### config.mk
export PLATFORM = sky130hd
export DESIGN_NAME = fp_addsub_arbiter
export DESIGN_NICKNAME = d
export VERILOG_FILES = /design/src/rtl/riscv_types.sv /design/src/rtl/fp_addsub_arbiter_rr_arb2.sv /design/src/rtl/fp_addsub_arbiter.sv
export SDC_FILE = /design/constraint.sdc
export NUM_CORES = 1
export LEC_CHECK = 0
export ABC_AREA = 1
export BUFFER_PORTS_ARGS = -buffer_cell sky130_fd_sc_hd__buf_4
export CAP_MARGIN = 20
export CORE_AREA = 2 2 115 117
export DETAILED_ROUTE_END_ITERATION = 7
export DIE_AREA = 0 0 117 119
export PLACE_DENSITY = 0.55
export SYNTH_ARGS = -nofsm -noshare
export SYNTH_HDL_FRONTEND = slang
export SYNTH_SLANG_ARGS = --single-unit
### constraint.sdc
create_clock -name clk -period 2.8 [get_ports clk]
set_input_delay 0.28 -clock clk [delete_from_list [all_inputs] [get_ports clk]]
set_output_delay 0.28 -clock clk [all_outputs]
set_load 0.02 [all_outputs]
### src/rtl/riscv_types.sv
// rtl/riscv_types.sv - shared fp add/sub request type and latency constant
package riscv_types;

   localparam int FP_ADDSUB_LAT   = 3;
   localparam int FP_ADDSUB_TAG_W = 5;

   typedef struct packed {
      logic                       add_sub;
      logic [31:0]                a;
      logic [31:0]                b;
      logic [2:0]                 rm;
      logic [FP_ADDSUB_TAG_W-1:0] tag;
   } fp_addsub_req_t;

endpackage

### src/rtl/fp_addsub_arbiter_rr_arb2.sv
// rtl/fp_addsub_arbiter_rr_arb2.sv - two-port arbiter (rr_arb2)
// FP_ADDSUB_RR_ARB_EN selects round-robin; otherwise port 0 has fixed priority.
module rr_arb2 (
`ifdef FP_ADDSUB_RR_ARB_EN
   input  logic       clk,
   input  logic       rst,
   input  logic       advance,
`endif
   input  logic [1:0] valid,
   output logic [1:0] grant
);

`ifdef FP_ADDSUB_RR_ARB_EN
   // last granted port; resets to 1 so port 0 wins the first contest
   logic last;

   always_ff @(posedge clk or negedge rst) begin
      if (!rst)
         last <= 1'b1;
      else if (advance)
         last <= grant[1];
   end

   always_comb begin
      grant = valid;
      if (valid == 2'b11)
         grant = last ? 2'b01 : 2'b10;
   end
`else
   assign grant = {valid[1] & ~valid[0], valid[0]};
`endif

endmodule

### src/rtl/fp_addsub_arbiter.sv
// rtl/fp_addsub_arbiter.sv - shares one pipelined fadd/fsub unit between two requesters
// Arbitration mode chosen by FP_ADDSUB_RR_ARB_EN (see rr_arb2).
module fp_addsub_arbiter
   import riscv_types::*;
#(
   parameter int NUM_REQ = 2,
   parameter int LAT     = FP_ADDSUB_LAT,
   parameter int TAG_W   = 5
) (
   input  logic                          clk,
   input  logic                          rst,
   input  logic [NUM_REQ-1:0]            req_valid,
   output logic [NUM_REQ-1:0]            req_ready,
   input  logic [NUM_REQ-1:0]            req_add_sub,
   input  logic [NUM_REQ-1:0][31:0]      req_a,
   input  logic [NUM_REQ-1:0][31:0]      req_b,
   input  logic [NUM_REQ-1:0][2:0]       req_rm,
   input  logic [NUM_REQ-1:0][TAG_W-1:0] req_tag,
   input  logic                          flush,
   output logic                          u_p_start,
   output logic                          u_add_sub,
   output logic                          u_en,
   output logic [31:0]                   u_num1,
   output logic [31:0]                   u_num2,
   output logic [2:0]                    u_rm,
   output logic [2:0]                    u_clear,
   input  logic [31:0]                   u_sum,
   input  logic                          u_p_result,
   output logic                          rsp_valid,
   input  logic                          rsp_ready,
   output logic [31:0]                   rsp_sum,
   output logic                          rsp_id,
   output logic [TAG_W-1:0]              rsp_tag,
   output logic                          busy
);

   logic [NUM_REQ-1:0]          grant;
   logic [NUM_REQ-1:0]          arb_valid;
   logic                        grant_en;
   fp_addsub_req_t              sel;
   logic                        sel_id;
   logic [LAT-1:0]              stg_valid;
   logic [LAT-1:0]              stg_id;
   logic [LAT-1:0][TAG_W-1:0]   stg_tag;

   // a stalled response freezes the unit; rst gating keeps req_ready low during reset
   assign rsp_valid = u_p_result & stg_valid[LAT-1];
   assign u_en      = ~(rsp_valid & ~rsp_ready);
   assign grant_en  = u_en & ~flush & rst;
   assign arb_valid = req_valid & {NUM_REQ{grant_en}};

   rr_arb2 u_arb (
`ifdef FP_ADDSUB_RR_ARB_EN
      .clk     (clk),
      .rst     (rst),
      .advance (u_p_start),
`endif
      .valid   (arb_valid),
      .grant   (grant)
   );

   assign req_ready = grant;
   assign u_p_start = |grant;

   always_comb begin
      sel    = '0;
      sel_id = 1'b0;
      for (int i = 0; i < NUM_REQ; i++) begin
         if (grant[i]) begin
            sel.add_sub = req_add_sub[i];
            sel.a       = req_a[i];
            sel.b       = req_b[i];
            sel.rm      = req_rm[i];
            sel.tag     = FP_ADDSUB_TAG_W'(req_tag[i]);
            sel_id      = 1'(i);
         end
      end
   end

   assign u_num1    = sel.a;
   assign u_num2    = sel.b;
   assign u_add_sub = sel.add_sub;
   assign u_rm      = sel.rm;
   assign u_clear   = flush ? 3'b111 : 3'b000;

   // tracks which requester owns each unit stage; flush wins over a stall
   always_ff @(posedge clk or negedge rst) begin
      if (!rst) begin
         stg_valid <= '0;
         stg_id    <= '0;
         stg_tag   <= '0;
      end else if (flush) begin
         stg_valid <= '0;
      end else if (u_en) begin
         stg_valid <= {stg_valid[LAT-2:0], u_p_start};
         stg_id    <= {stg_id[LAT-2:0], sel_id};
         stg_tag   <= {stg_tag[LAT-2:0], TAG_W'(sel.tag)};
      end
   end

   assign rsp_sum = u_sum;
   assign rsp_id  = stg_id[LAT-1];
   assign rsp_tag = stg_tag[LAT-1];
   assign busy    = |stg_valid;

   a_track : assert property (@(posedge clk) disable iff (!rst)
      !(u_p_result && !stg_valid[LAT-1]));

endmodule
==> flow_summary.toml <==
[status]
outcome = "finished, final reports clean"

[cts]
clock-sinks = 21
tritoncts_clock_tree = "done"
tritoncts.num_buffers = 3
clk_pin_slew_worst_paths_ns = 0.05
clockRootBuffer = "clkbuf_16"
clk_latency_ns = 0.25
cts_setup_buffers = 0
clk_path_buf_depth = 2
cts_max_level = 1

[timing]
rsz0062_at_grt = "false"
achievable-frequency_ghz = 0.3837
tightestPinTransition_ns = 0.4328
fin_crit_ns = 2.606
timing_max_transition_violations_final = 0
min_period_over_period_pct = 93.09
timing.clock.skew_ns = 0.0006865
holdWs_ns = 0.2512
setup_total_negative_slack_ns = 0
setup_violations = 0
worst_slack_ns = 0.1936
slew-limit-headroom_pct = 71.15
hold_viol_final = 0

[power_and_ir_drop]
share_clk_of_total_power_pct = 26.0
power.share.combinational_pct = 43.3
pwr_density_cell_mw_per_mm2 = 283.2
irDropWorstVdd_mv = 0.1974
netSwitchingPower_mw = 0.3507
power.switching_fraction_pct = 31.30
leakage_nw = 2.281
total_power_mw = 1.120
power.internal_mw = 0.7696
power.share.sequential_pct = 30.7

[job]
drv_cap = 0

[final_layout]
layout.cell_area.non_filler_sq_mm = 0.003956
multi_input_area_sq_mm = 0.001214
syn2layout_area_growth_pct = 39.23
finalNetCount = 736
drive_gt1_share_pct = 47.45
final_core_util_pct = 30.73
antenna_cells = 0
stdcell_count = 726
fillcell_total = 1397
register_cell_area_after_layout_sq_um = 525.5

[synthesis]
synth_cell_types = 21
yosys_register_bits = 21
syn-mean-instance-area_sq_um = 6.517
net_count_synth = 621
synth_cells = 436
synth.yosys.seq_area_share_pct = 18.49
ys.warnings.count = 0
summed_instance_area_of_the_synthesized_netlist_sq_mm = 0.002841

[grt]
grt_first_pass_wirelength_um = 13850
grt.overflow.total = 0
global_route.usage.total_pct = 12.60
grt_pass1_vias = 2771
grt_start_max_net_pins = 41
antenna_found_initial = 0

[drt]
first_pass_iters = 4
routed-via-count = 3039
detailedRoute.firstIterationViolations = 108
drt-vias-per-instance = 4.186
antenna_left = 0
drt_drc_violations_left = 0
wirelength_um = 9867
drt-wirelength-per-cell_um = 13.59

[setup_path]
worst-endpoint-arrival_ns = 2.33
worstSetupPathType = "input port to primary output"
critical_path_required_ns = 2.52
sort_of_element_at_the_end_of_the_critical_path = "primary output"
setup.worst_path.start_class = "input port"
critical_path_peak_fanout = 36

[placement]
dpl_worst_slack_ns = 0.7277
hpwlAfterDp_um = 7963
placed_cells = 721
gp_congestion = 0.8829
placement.io_buffers = 235
placedInstanceArea_sq_mm = 0.003867

[floorplanning]
design.die.area_sq_mm = 0.01392
rows = 42
ioPinCount = 300
design.core.area_sq_mm = 0.01287
die_h_um = 119
initial_core_util_pct = 22.07
fp.dieW_um = 117

[worst_hold_path]
timing.hold.worst.class = "input port to flip-flop"
==> cell usage after synthesis <==
master      n  area, sq um
dfrtp_1    21        525.5
buf_4     115        863.3
inv_2       3        11.26
nand2_2     1        6.260
nand2_1   158        593.1
nor2_1      2        7.510
o211ai_1    1        7.510
inv_4       1        6.260
buf_8       1        15.01
nor2_4      2        22.52
buf_2       6        30.03
o21ai_0    11        55.05
nor2_8      1        20.02
nand3_1    75        375.4
o22ai_1     2        12.51
inv_1      11        41.29
nand3_2     6        60.06
nand4_1     5        31.28
a21oi_1     1        5.000
buf_6      12        135.1
nand3_4     1        17.52
==> power by group through the flow <==
stage               sequential, mW  combinational [mW]  clock [mW]
CTS                          0.344               0.491       0.301
detailed placement           0.349               0.488           0
floorplan                    0.347               0.344           0
global placement             0.348               0.484           0
finish                       0.344               0.485       0.291
global route                 0.347               0.525       0.315
==> timing repair <==
| item | 4_1_cts | 5_1_grt |
|---|---|---|
| resized for setup | 0 | 0 |
| endpoints found under the hold margin | 21 | 0 |
| hold buffers | 1 | 0 |
==> logic make-up (layout without fill, tap and decap cells) <==
logic type             Yosys count  after routing  share of synthesized area [%]
buffers and inverters          149            263                          38.79
AO/OA/AOI/OAI                   15             15                          2.818
flip-flops                      21             21                          18.49
AND/OR/NAND/NOR                251            251                          39.89
==> critical path: stages <==
cell,delay (ns)
dlygate4sd3_1,0.54
buf_4,0.35
nand3_2,0.17
nor2_8,0.32
buf_12,0.24
nand3_1,0.14
nand2_1,0.11
buf_4,0.14
==> path summary, 6_finish.rpt <==
kind	startpoint	slack, ns	depth (start not counted)	endpoint
max	rst	0.19	8	u_num2[27]
min reg2reg	stg_id[2]	0.47	2	stg_id[2]
min	flush	0.25	2	stg_valid[2]
max reg2reg	stg_valid[2]	1.42	6	stg_id[0]
min in group asynchronous	rst	0.52	2	stg_valid[1]
max in group asynchronous	rst	2.01	2	rsp_tag[2]
==> sequential cells by signal, indices dropped and copies added (netlist names) <==
name       count
stg_valid      3
stg_tag       10
rsp_tag        5
stg_id         3
==> cells in the final DEF, fill, tap and decap left out, drive strengths merged <==
| cell type | count |
|---|---|
| nand4 | 5 |
| o21ai | 11 |
| nand2 | 159 |
| dfrtp | 21 |
| o211ai | 1 |
| o22ai | 2 |
| clkbuf | 4 |
| nand3 | 82 |
| nor2 | 5 |
| buf | 243 |
| inv | 15 |
| a21oi | 1 |
| dlygate4sd3 | 1 |
==> area by class of cell <==
class | count | share of cell area [%]
timing repair buffer | 244 | 47.00
multi-input combinational | 266 | 30.68
sequential | 21 | 13.28
tap | 176 | 5.566
clock buffer | 4 | 1.992
inverter | 15 | 1.486
==> layer usage <==
layer  part of all wire (%)  vias up  global-route usage (%)
met4                   0.42        0                   1.324
li1                       -     1501                       -
met2                     49      164                   22.87
met5                      0        -                       0
met1                     40     1370                   15.50
met3                     10        4                   2.850
No activity file was read; power rests on OpenSTA's default activity.
